--- config.mk ---
export PLATFORM = sky130hd
export DESIGN_NAME = uart_runner_flat
export DESIGN_NICKNAME = d
export VERILOG_FILES = /design/src/rtl/uart_runner_if.sv /design/src/rtl/uart_runner.sv /design/src/flat_wrapper.sv
export SDC_FILE = /design/constraint.sdc
export NUM_CORES = 1
export LEC_CHECK = 0
export CAP_MARGIN = 20
export CORE_MARGIN = 8
export CORE_UTILIZATION = 56
export CTS_BUF_LIST = sky130_fd_sc_hd__clkbuf_4
export DETAILED_ROUTE_END_ITERATION = 16
export PLACE_DENSITY_LB_ADDON = 0.2
export SLEW_MARGIN = 20
export SYNTH_ARGS = -nofsm -noshare
export SYNTH_HDL_FRONTEND = slang
export SYNTH_SLANG_ARGS = --single-unit
--- constraint.sdc ---
create_clock -name clk_i -period 3.3 [get_ports clk_i]
set_input_delay 0.33 -clock clk_i [delete_from_list [all_inputs] [get_ports clk_i]]
set_output_delay 0.33 -clock clk_i [all_outputs]
set_load 0.01 [all_outputs]
--- src/rtl/uart_runner_if.sv ---
// Serial pins and receive/status strobes of the UART echo block.
// The slave side is the echo block; the master side is the host/board.
interface uart_runner_if;
   logic       rx_i;
   logic       tx_o;
   logic       rx_valid_o;
   logic [7:0] rx_data_o;
   logic       frame_err_o;
   logic       overflow_o;

   modport slave (
      input  rx_i,
      output tx_o, rx_valid_o, rx_data_o, frame_err_o, overflow_o
   );

   modport master (
      output rx_i,
      input  tx_o, rx_valid_o, rx_data_o, frame_err_o, overflow_o
   );
endinterface

--- src/rtl/uart_runner.sv ---
// 8N1 UART echo: synchronized receiver -> byte FIFO -> transmitter; start bit leaves 2 cycles after rx_valid_o.
// No backpressure on the serial input: a good byte arriving while the FIFO is full is dropped and flagged.
module uart_runner #(
   parameter int CLKS_PER_BIT = 280,
   parameter int FIFO_DEPTH   = 4
) (
   input  logic          clk_i,
   input  logic          rst_ni,
   uart_runner_if.slave  bus
);
   localparam int CW = $clog2(CLKS_PER_BIT);
   localparam int AW = (FIFO_DEPTH > 1) ? $clog2(FIFO_DEPTH) : 1;
   localparam logic [CW-1:0] CNT_LAST = CW'(CLKS_PER_BIT - 1);
   localparam logic [CW-1:0] CNT_HALF = CW'(CLKS_PER_BIT / 2 - 1);
   localparam logic [AW:0]   CNT_FULL = (AW + 1)'(FIFO_DEPTH);

   localparam logic [1:0] ST_IDLE  = 2'd0;
   localparam logic [1:0] ST_START = 2'd1;
   localparam logic [1:0] ST_DATA  = 2'd2;
   localparam logic [1:0] ST_STOP  = 2'd3;

   logic          rx_meta_q, rx_sync_q, rx_prev_q;
   logic [1:0]    rx_state_q, rx_state_d;
   logic [CW-1:0] rx_cnt_q, rx_cnt_d;
   logic [2:0]    rx_idx_q, rx_idx_d;
   logic [7:0]    rx_shift_q, rx_shift_d;
   logic [7:0]    rx_data_q;
   logic          rx_valid_q, frame_err_q, overflow_q;

   logic [7:0]    fifo_mem_q [FIFO_DEPTH];
   logic [AW-1:0] wr_ptr_q, wr_ptr_d, rd_ptr_q, rd_ptr_d;
   logic [AW:0]   fifo_cnt_q, fifo_cnt_d;

   logic [1:0]    tx_state_q, tx_state_d;
   logic [CW-1:0] tx_cnt_q, tx_cnt_d;
   logic [2:0]    tx_idx_q, tx_idx_d;
   logic [7:0]    tx_byte_q, tx_byte_d;
   logic          tx_q;

   logic rx_stop_hit, rx_push, rx_ferr, push_ok, push_drop;
   logic fifo_empty, fifo_full, fifo_pop, tx_bit;

   // ---------------- state registers ----------------
   always_ff @(posedge clk_i or negedge rst_ni) begin
      if (!rst_ni) begin
         rx_meta_q   <= 1'b1;
         rx_sync_q   <= 1'b1;
         rx_prev_q   <= 1'b1;
         rx_state_q  <= ST_IDLE;
         rx_cnt_q    <= '0;
         rx_idx_q    <= '0;
         rx_shift_q  <= '0;
         rx_data_q   <= '0;
         rx_valid_q  <= 1'b0;
         frame_err_q <= 1'b0;
         overflow_q  <= 1'b0;
         wr_ptr_q    <= '0;
         rd_ptr_q    <= '0;
         fifo_cnt_q  <= '0;
         tx_state_q  <= ST_IDLE;
         tx_cnt_q    <= '0;
         tx_idx_q    <= '0;
         tx_byte_q   <= '0;
         tx_q        <= 1'b1;
      end else begin
         rx_meta_q   <= bus.rx_i;
         rx_sync_q   <= rx_meta_q;
         rx_prev_q   <= rx_sync_q;
         rx_state_q  <= rx_state_d;
         rx_cnt_q    <= rx_cnt_d;
         rx_idx_q    <= rx_idx_d;
         rx_shift_q  <= rx_shift_d;
         rx_valid_q  <= push_ok;
         frame_err_q <= rx_ferr;
         overflow_q  <= push_drop;
         if (push_ok) rx_data_q <= rx_shift_q;
         wr_ptr_q    <= wr_ptr_d;
         rd_ptr_q    <= rd_ptr_d;
         fifo_cnt_q  <= fifo_cnt_d;
         tx_state_q  <= tx_state_d;
         tx_cnt_q    <= tx_cnt_d;
         tx_idx_q    <= tx_idx_d;
         tx_byte_q   <= tx_byte_d;
         tx_q        <= tx_bit;
      end
   end

   always_ff @(posedge clk_i) begin
      if (push_ok) fifo_mem_q[wr_ptr_q] <= rx_shift_q;
   end

   // ---------------- receiver next state ----------------
   always_comb begin
      rx_state_d = rx_state_q;
      rx_cnt_d   = rx_cnt_q + 1'b1;
      rx_idx_d   = rx_idx_q;
      rx_shift_d = rx_shift_q;
      case (rx_state_q)
         ST_IDLE: begin
            rx_cnt_d = '0;
            rx_idx_d = '0;
            if (rx_prev_q && !rx_sync_q) rx_state_d = ST_START;
         end
         ST_START: begin
            if (rx_cnt_q == CNT_HALF) begin
               rx_cnt_d   = '0;
               rx_state_d = rx_sync_q ? ST_IDLE : ST_DATA;
            end
         end
         ST_DATA: begin
            if (rx_cnt_q == CNT_LAST) begin
               rx_cnt_d   = '0;
               rx_shift_d = {rx_sync_q, rx_shift_q[7:1]};
               rx_idx_d   = rx_idx_q + 3'd1;
               if (rx_idx_q == 3'd7) rx_state_d = ST_STOP;
            end
         end
         default: begin
            if (rx_cnt_q == CNT_LAST) begin
               rx_cnt_d   = '0;
               rx_state_d = ST_IDLE;
            end
         end
      endcase
   end

   // ---------------- receiver outputs and FIFO ----------------
   always_comb begin
      rx_stop_hit = (rx_state_q == ST_STOP) && (rx_cnt_q == CNT_LAST);
      rx_push     = rx_stop_hit && rx_sync_q;
      rx_ferr     = rx_stop_hit && !rx_sync_q;
      fifo_empty  = (fifo_cnt_q == '0);
      fifo_full   = (fifo_cnt_q == CNT_FULL);
      // A pop in the same cycle frees the slot, so a push on a full FIFO is still accepted.
      push_ok     = rx_push && (!fifo_full || fifo_pop);
      push_drop   = rx_push && fifo_full && !fifo_pop;
   end

   always_comb begin
      wr_ptr_d   = wr_ptr_q;
      rd_ptr_d   = rd_ptr_q;
      fifo_cnt_d = fifo_cnt_q;
      if (push_ok)  wr_ptr_d = wr_ptr_q + 1'b1;
      if (fifo_pop) rd_ptr_d = rd_ptr_q + 1'b1;
      case ({push_ok, fifo_pop})
         2'b10:   fifo_cnt_d = fifo_cnt_q + 1'b1;
         2'b01:   fifo_cnt_d = fifo_cnt_q - 1'b1;
         default: fifo_cnt_d = fifo_cnt_q;
      endcase
   end

   // ---------------- transmitter next state ----------------
   always_comb begin
      tx_state_d = tx_state_q;
      tx_cnt_d   = tx_cnt_q + 1'b1;
      tx_idx_d   = tx_idx_q;
      tx_byte_d  = tx_byte_q;
      case (tx_state_q)
         ST_IDLE: begin
            tx_cnt_d = '0;
            tx_idx_d = '0;
            if (!fifo_empty) begin
               tx_state_d = ST_START;
               tx_byte_d  = fifo_mem_q[rd_ptr_q];
            end
         end
         ST_START: begin
            if (tx_cnt_q == CNT_LAST) begin
               tx_cnt_d   = '0;
               tx_idx_d   = '0;
               tx_state_d = ST_DATA;
            end
         end
         ST_DATA: begin
            if (tx_cnt_q == CNT_LAST) begin
               tx_cnt_d = '0;
               tx_idx_d = tx_idx_q + 3'd1;
               if (tx_idx_q == 3'd7) tx_state_d = ST_STOP;
            end
         end
         default: begin
            // Chain straight into the next start bit so queued bytes leave with no idle gap.
            if (tx_cnt_q == CNT_LAST) begin
               tx_cnt_d = '0;
               if (!fifo_empty) begin
                  tx_state_d = ST_START;
                  tx_byte_d  = fifo_mem_q[rd_ptr_q];
               end else begin
                  tx_state_d = ST_IDLE;
               end
            end
         end
      endcase
   end

   // ---------------- transmitter outputs ----------------
   always_comb begin
      fifo_pop = !fifo_empty &&
                 ((tx_state_q == ST_IDLE) || ((tx_state_q == ST_STOP) && (tx_cnt_q == CNT_LAST)));
      case (tx_state_q)
         ST_START: tx_bit = 1'b0;
         ST_DATA:  tx_bit = tx_byte_q[tx_idx_q];
         default:  tx_bit = 1'b1;
      endcase
   end

   assign bus.tx_o        = tx_q;
   assign bus.rx_valid_o  = rx_valid_q;
   assign bus.rx_data_o   = rx_data_q;
   assign bus.frame_err_o = frame_err_q;
   assign bus.overflow_o  = overflow_q;
endmodule

--- src/flat_wrapper.sv ---
// flat-port wrapper written by rule: the top's interface ports become plain ports
module uart_runner_flat 
#(
   parameter int CLKS_PER_BIT = 280,
   parameter int FIFO_DEPTH   = 4
)
  (clk_i, rst_ni, bus_rx_i, bus_tx_o, bus_rx_valid_o, bus_rx_data_o, bus_frame_err_o, bus_overflow_o);
  uart_runner_if bus_i ();
  input  logic clk_i;
  input  logic rst_ni;
  input wire logic [$bits(bus_i.rx_i)-1:0] bus_rx_i;
  output wire logic [$bits(bus_i.tx_o)-1:0] bus_tx_o;
  output wire logic [$bits(bus_i.rx_valid_o)-1:0] bus_rx_valid_o;
  output wire logic [$bits(bus_i.rx_data_o)-1:0] bus_rx_data_o;
  output wire logic [$bits(bus_i.frame_err_o)-1:0] bus_frame_err_o;
  output wire logic [$bits(bus_i.overflow_o)-1:0] bus_overflow_o;
  assign bus_i.rx_i = bus_rx_i;
  assign bus_tx_o = bus_i.tx_o;
  assign bus_rx_valid_o = bus_i.rx_valid_o;
  assign bus_rx_data_o = bus_i.rx_data_o;
  assign bus_frame_err_o = bus_i.frame_err_o;
  assign bus_overflow_o = bus_i.overflow_o;
  uart_runner #(.CLKS_PER_BIT(CLKS_PER_BIT), .FIFO_DEPTH(FIFO_DEPTH)) u_core (.clk_i(clk_i), .rst_ni(rst_ni), .bus(bus_i));
endmodule
# Yosys cells after proc, flatten, opt, wreduce, memory -nomap -nowiden
# Memories as Yosys holds them, arrays and structs flattened.
# Cells that the tools add are included.
[op_classes] addsub=8 n_lt_le_gt_ge=1 eq_ne=22 muxes=33 bitwise_logic=1 n_reduce_logical=30
[op_table] cell="$mux 9" count=4
[op_table] cell="$mux 2" count=11
[op_table] cell="$add 9x1->9 const B" count=2
[op_table] cell="$eq 9x9->1 const B" count=2
[op_table] cell="$pmux 9 s2" count=1
[op_table] cell="$mux 8" count=2
[op_table] cell="$pmux 8 s2" count=1
[op_table] cell="$ne 2x1->1 const B" count=7
[op_table] cell="$pmux 2 s3" count=2
[op_table] cell="$pmux 3 s2" count=2
[op_table] cell="$eq 2x2->1 const B" count=5
[op_table] cell="$reduce_and 5->1" count=2
[op_table] cell="$add 3x1->3 const B" count=3
[op_table] cell="$eq 3x3->1 const B" count=3
[op_table] cell="$eq 9x8->1 const B" count=1
[op_table] cell="$logic_and 1x1->1" count=9
[op_table] cell="$mux 3" count=3
[op_table] cell="$pmux 3 s3" count=1
[op_table] cell="$eq 2x1->1 const B" count=3
[op_table] cell="$reduce_and 2->1" count=3
[op_table] cell="$reduce_bool 2->1" count=3
[op_table] cell="$reduce_bool 3->1" count=2
[op_table] cell="$add 2x1->2 const B" count=2
[op_table] cell="$logic_not 1->1" count=4
[op_table] cell="other kinds (12)" count=17
[totals] ff_bits=66 mem_bits_rw=32 input_bits=3 output_inout_bits=12 elab_cells=115 memories=1
[mem_list] name="u_core.fifo_mem_q" depth=4 width=8 rd=1 rd_clocked_by_memory_dff=0 write_ports=1 line="uart_runner.sv:30" text="logic [7:0] fifo_mem_q [FIFO_DEPTH];"

# Longest topological paths before layout
[logic_depth] depth_word=8 ltp_mapped=11

# Worst setup path before layout
# No wires, ideal clock.
[synth_path] kind="register to register" from="register u_core.tx_cnt_q[0]" to="register u_core.fifo_cnt_q[2]" arrival_ns=2.578 setup_slack_ns=0.597 path_stages_with_launch=12 n_path_buf=1 period_less_slack_ns=2.703 path_cell_list="dfrtp_1 -> ha_1 -> and4b_1 -> nand3_2 -> a211oi_4 -> buf_6 -> inv_1 -> ha_1 -> fa_1 -> xnor2_1 -> nor2_1 -> xor2_1"
[synth_between] elab_chain_cells=8 elab_cells_between_ends=10 cone_classes="eq/ne: 3; mux: 1; reduce/logical: 6"
[synth_rtl] element="start: declaration" line="uart_runner.sv:35" text="logic [CW-1:0] tx_cnt_q, tx_cnt_d;"
[synth_rtl] element="start signal: assignment" line="uart_runner.sv:81" text="tx_cnt_q <= tx_cnt_d;"
[synth_rtl] element="$eq 9x9->1 *" line="uart_runner.sv:199" text="((tx_state_q == ST_IDLE) || ((tx_state_q == ST_STOP) && (tx_cnt_q == CNT_LAST)));"
[synth_rtl] element="$logic_and 1x1->1 *" line="uart_runner.sv:199"
[synth_rtl] element="$logic_or 1x1->1 *" line="uart_runner.sv:199"
[synth_rtl] element="$logic_and 1x1->1 *" line="uart_runner.sv:198" text="fifo_pop = !fifo_empty &&"
[synth_rtl] element="$logic_or 1x1->1 *" line="uart_runner.sv:135" text="push_ok = rx_push && (!fifo_full || fifo_pop);"
[synth_rtl] element="$logic_and 1x1->1 *" line="uart_runner.sv:135"
[synth_rtl] element="via u_core.push_ok" line="uart_runner.sv:40" text="logic rx_stop_hit, rx_push, rx_ferr, push_ok, push_drop;"
[synth_rtl] element="$eq 2x1->1 / $eq 2x2->1 (equally long branches)" line="uart_runner.sv:145" text="case ({push_ok, fifo_pop})"
[synth_rtl] element="$pmux 3 s2 / $reduce_bool 2->1 (equally long branches)"
[synth_rtl] element="end signal: assignment" line="uart_runner.sv:79" text="fifo_cnt_q <= fifo_cnt_d;"
[synth_rtl] element="end: declaration" line="uart_runner.sv:32" text="logic [AW:0] fifo_cnt_q, fifo_cnt_d;"
# The timed path passes the listed nets; every way through them passes the cells marked *.
# A chain may end at the register's enable or synchronous reset.

# Worst setup path after layout
[layout_path] from="register u_core.rx_cnt_q[0]" to="register u_core.fifo_cnt_q[2]"
[layout_between] elab_chain_cells=6 elab_cells_between_ends=8 cone_classes="eq/ne: 3; mux: 1; reduce/logical: 4"
[layout_rtl] element="start: declaration" line="uart_runner.sv:24" text="logic [CW-1:0] rx_cnt_q, rx_cnt_d;"
[layout_rtl] element="start signal: assignment" line="uart_runner.sv:70" text="rx_cnt_q <= rx_cnt_d;"
[layout_rtl] element="$eq 9x9->1 *" line="uart_runner.sv:129" text="rx_stop_hit = (rx_state_q == ST_STOP) && (rx_cnt_q == CNT_LAST);"
[layout_rtl] element="$logic_and 1x1->1 *" line="uart_runner.sv:129"
[layout_rtl] element="$logic_and 1x1->1 *" line="uart_runner.sv:130" text="rx_push = rx_stop_hit && rx_sync_q;"
[layout_rtl] element="$logic_and 1x1->1 *" line="uart_runner.sv:135"
[layout_rtl] element="$eq 2x1->1 / $eq 2x2->1 (equally long branches)" line="uart_runner.sv:145"
[layout_rtl] element="$pmux 3 s2 / $reduce_bool 2->1 (equally long branches)"
# Every way passes the cells marked *; elsewhere a longest branch is shown, timed or not.

==> run summary <==
ANT nets after route = 0
Post-synth top flop = dfrtp_1
H-tree levels = 3
register area share after synthesis = 0.608
post-synth top area share = 0.360
pin count of the biggest net entering global routing = 29
met2 WL = 3000 um
Mapped Nets = 299
pwr dens = 446 nW/um^2
cell mode on critical path = ha_1
die height = 104 um
Die W = 104 um
layout cells sized above 1 = 0.220
CTS buffer count = 9
Sw Pwr = 0.000562 W
Yosys reg bits = 98
DRT Wirelength = 6540 um
antenna diode count = 0
Clock Latency Late Sink = 0.45 ns
WL met3 = 220 um
setup_tns = 0 ns
gr usage total = 0.130
Int Power = 0.00153 W
Clock Tree Buf Depth = 2
mapped cell area = 4310 sq um
final setup violation count = 0
post-layout power = 0.00210 W
Switching Fraction = 0.268
grt ovf = 0
HP Class = input pin to flop
dpl cells = 394
Critical Path Fanout Max = 6
num rows = 32
Vias per Instance = 5.43
final hold vios = 0
Setup Fix Bufs, Post-CTS = 0
vias in the first global route = 2293
synthesized area per cell = 15.4 sq um
crit path DAT = 2.99 ns
Initial Util = 0.566
Post-synth EDFFs = 32
Mapped Cells = 279
leading area contributor after synthesis = dfrtp_1
Rel. slew slack = 0.522
DR vias = 2232
Detailed Routing Iterations Pass 1 = 4
I/O Pins = 15
top sig layer = met4
DRT met1 WL = 3220 um
share of power burned in registers = 0.646
Yosys warnings = 0
clk slew on worst S/H paths = 0.16 ns
Leakage = 2.01 nW
DRT iter0 DRCs = 136
Clock Tree Root = clkbuf_4
Wirelength per Cell = 15.9 um
max-cap violations = 0
Slew Viols, Final = 0
synth top area cells = dfrtp_1 (36%), edfxtp_1 (22%), mux2_2 (7.3%), ha_1 (4.6%), mux4_1 (4.3%)
Max VDD drop = 351 uV
Final Cycle Share = 0.794
Worst-Margin Slew = 0.717 ns
worst path required time = 3.67 ns
CP cell instances = ha_1 > nor3b_2 > nand3_2 > a211oi_4 > inv_1 > ha_1 > fa_1 > xnor2_1 > nor2_1 > xor2_1
RSZ-0062 raised after global routing = no
# nets final = 324
Post-synth ARST share = 0.673
crit end category = flop
Startpoint Class = flop
Core ar. = 7610 sq um
max incr delay on CP = 0.44 ns
non-filler cells, final = 411
Clk network pwr share = 0.288
synth unique cells = 45
status = finished clean
first-pass GRT wire length = 11300 um
Residual DRC = 0
CTS tree = built
Tmin final = 2.62 ns
routability cong. = 0.776
slowest CP cell = dfrtp_1
Max Clk Rate = 382 MHz
Syn-to-layout area delta = 9.12%
worst-case clock skew = 0.0228 ns
hpwl dp = 4520 um
# port buffers = 14
initial antenna violation count = 0
Comb power frac = 0.066
DIE AREA = 10800 sq um
Clock Sinks = 98
Setup Crit Path Kind = flop to flop
-- cells in the mapped netlist (2+ instances only) --
master     n
edfxtp_1  32
nand2_1    6
xnor2_1    6
mux2i_1    2
nand3_1    5
and2_1     5
nand4_1    5
buf_2      2
nand3_2    2
a22o_1     7
inv_1      8
a21o_1     2
and3_1     2
and4_1     2
mux4_2     3
nor4b_1    2
a21oi_1    3
nor2b_1    2
xor2_1    14
nor2_1    23
dfrtp_1   62
mux2_2    28
nor3_1     4
nand4b_1   2
buf_6      2
mux2_4     3
nor3b_1    3
ha_1      16
mux4_1     7
dfstp_2    4
-- per-stage QoR --
| stage | setup slack (ns) | util | hold slack, ns | instance area, sq um |
|---|---|---|---|---|
| after floorplan | 0.597 | - | 0.0344 | 4310 |
| after global placement | 0.809 | 0.599 | 0.317 | 4550 |
| after detailed placement | 0.713 | 0.599 | 0.314 | 4550 |
| after CTS | 0.665 | 0.618 | 0.252 | 4700 |
| after global routing | 0.477 | 0.618 | 0.282 | 4700 |
| final | 0.679 | 0.618 | 0.287 | 4700 |
-- kinds of logic (layout without fill, tap and decap cells) --
kind of cell / count (synthesis) / in the layout / share of synthesized area
muxes: 43 / 43 / 0.147
and+or+nand+nor: 70 / 70 / 0.0990
adders and majority gates: 17 / 17 / 0.0511
AOI/OAI and AO/OA: 18 / 18 / 0.0372
buffers and inverters: 13 / 43 / 0.0177
xor gates and xnor gates: 20 / 20 / 0.0407
DFF: 98 / 98 / 0.608
-- registers in the layout (all words and copies together), names as in the netlist, 8 cells and up --
signal / cells
u_core.fifo_mem_q: 32
u_core.rx_cnt_q: 9
u_core.tx_cnt_q: 9
u_core.bus.rx_data_o: 8
u_core.rx_shift_q: 8
u_core.tx_byte_q: 8
-- cell usage in the layout (no fill, tap or decap), types with 4 or more instances in the layout --
| cell | count |
|---|---|
| clkbuf_4 | 9 |
| xnor2_1 | 6 |
| mux4_1 | 7 |
| nor3_1 | 4 |
| and2_1 | 5 |
| a22o_1 | 7 |
| clkdlybuf4s50_1 | 13 |
| buf_4 | 4 |
| ha_1 | 16 |
| nand3_1 | 5 |
| xor2_1 | 14 |
| inv_6 | 5 |
| mux2_2 | 28 |
| dfrtp_1 | 62 |
| dfstp_2 | 4 |
| edfxtp_1 | 32 |
| nand4_1 | 5 |
| nor2_1 | 23 |
| nand2_1 | 6 |
| inv_1 | 8 |
-- layout make-up --
cell class	instances	area (sq um)
fill	598	2910
tap	102	128
timing repair buffer	19	175
multi-input combinational	168	1610
clock inverter	7	68.8
clock buffer	9	67.6
inverter	8	30.0
sequential	98	2620
-- power by group through the flow --
stage                     registers, W  clock network [W]  logic [W]
after floorplan                0.00136                  0   0.000101
after global placement         0.00137                  0   0.000134
after detailed placement       0.00138                  0   0.000138
after CTS                      0.00135           0.000627   0.000141
after global routing           0.00136           0.000667   0.000159
final                          0.00135           0.000603   0.000138
-- critical path, delay by kind of cell (launching register included) --
kind,cells,cell delay [ns]
AO/OA/AOI/OAI,1,0.26
XOR/XNOR,2,0.27
adder cells (fa/ha/maj),3,0.94
buffers and inverters,1,0.07
flip-flops,1,0.44
AND/OR/NAND/NOR,3,0.57
-- layer usage --
layer / global-route usage / up-vias
met1: 0.167 / 1112
met5: 0 / -
met2: 0.201 / 25
met3: 0.0372 / 8
met4: 0.0589 / 0
li1: - / 1087
-- timing repair --
action,in CTS,in global routing
resized for setup,0,0
hold buffers,1,0
hold endpoints to repair,18,0
-- final timing paths --
check	from	end	slack, ns	depth (start not counted)
hold reg to reg	u_core.rx_meta_q	u_core.rx_sync_q	0.37	0
hold / removal	bus_rx_i	u_core.rx_meta_q	0.29	1
setup / recovery	u_core.rx_cnt_q[0]	u_core.fifo_cnt_q[2]	0.68	10
setup reg to reg	u_core.rx_cnt_q[0]	u_core.fifo_cnt_q[2]	0.68	10
max in group asynchronous	rst_ni	u_core.rx_meta_q	2.18	3
min in group asynchronous	rst_ni	u_core.tx_cnt_q[3]	0.34	2
Note: power is estimated with default switching activity, not from simulation.
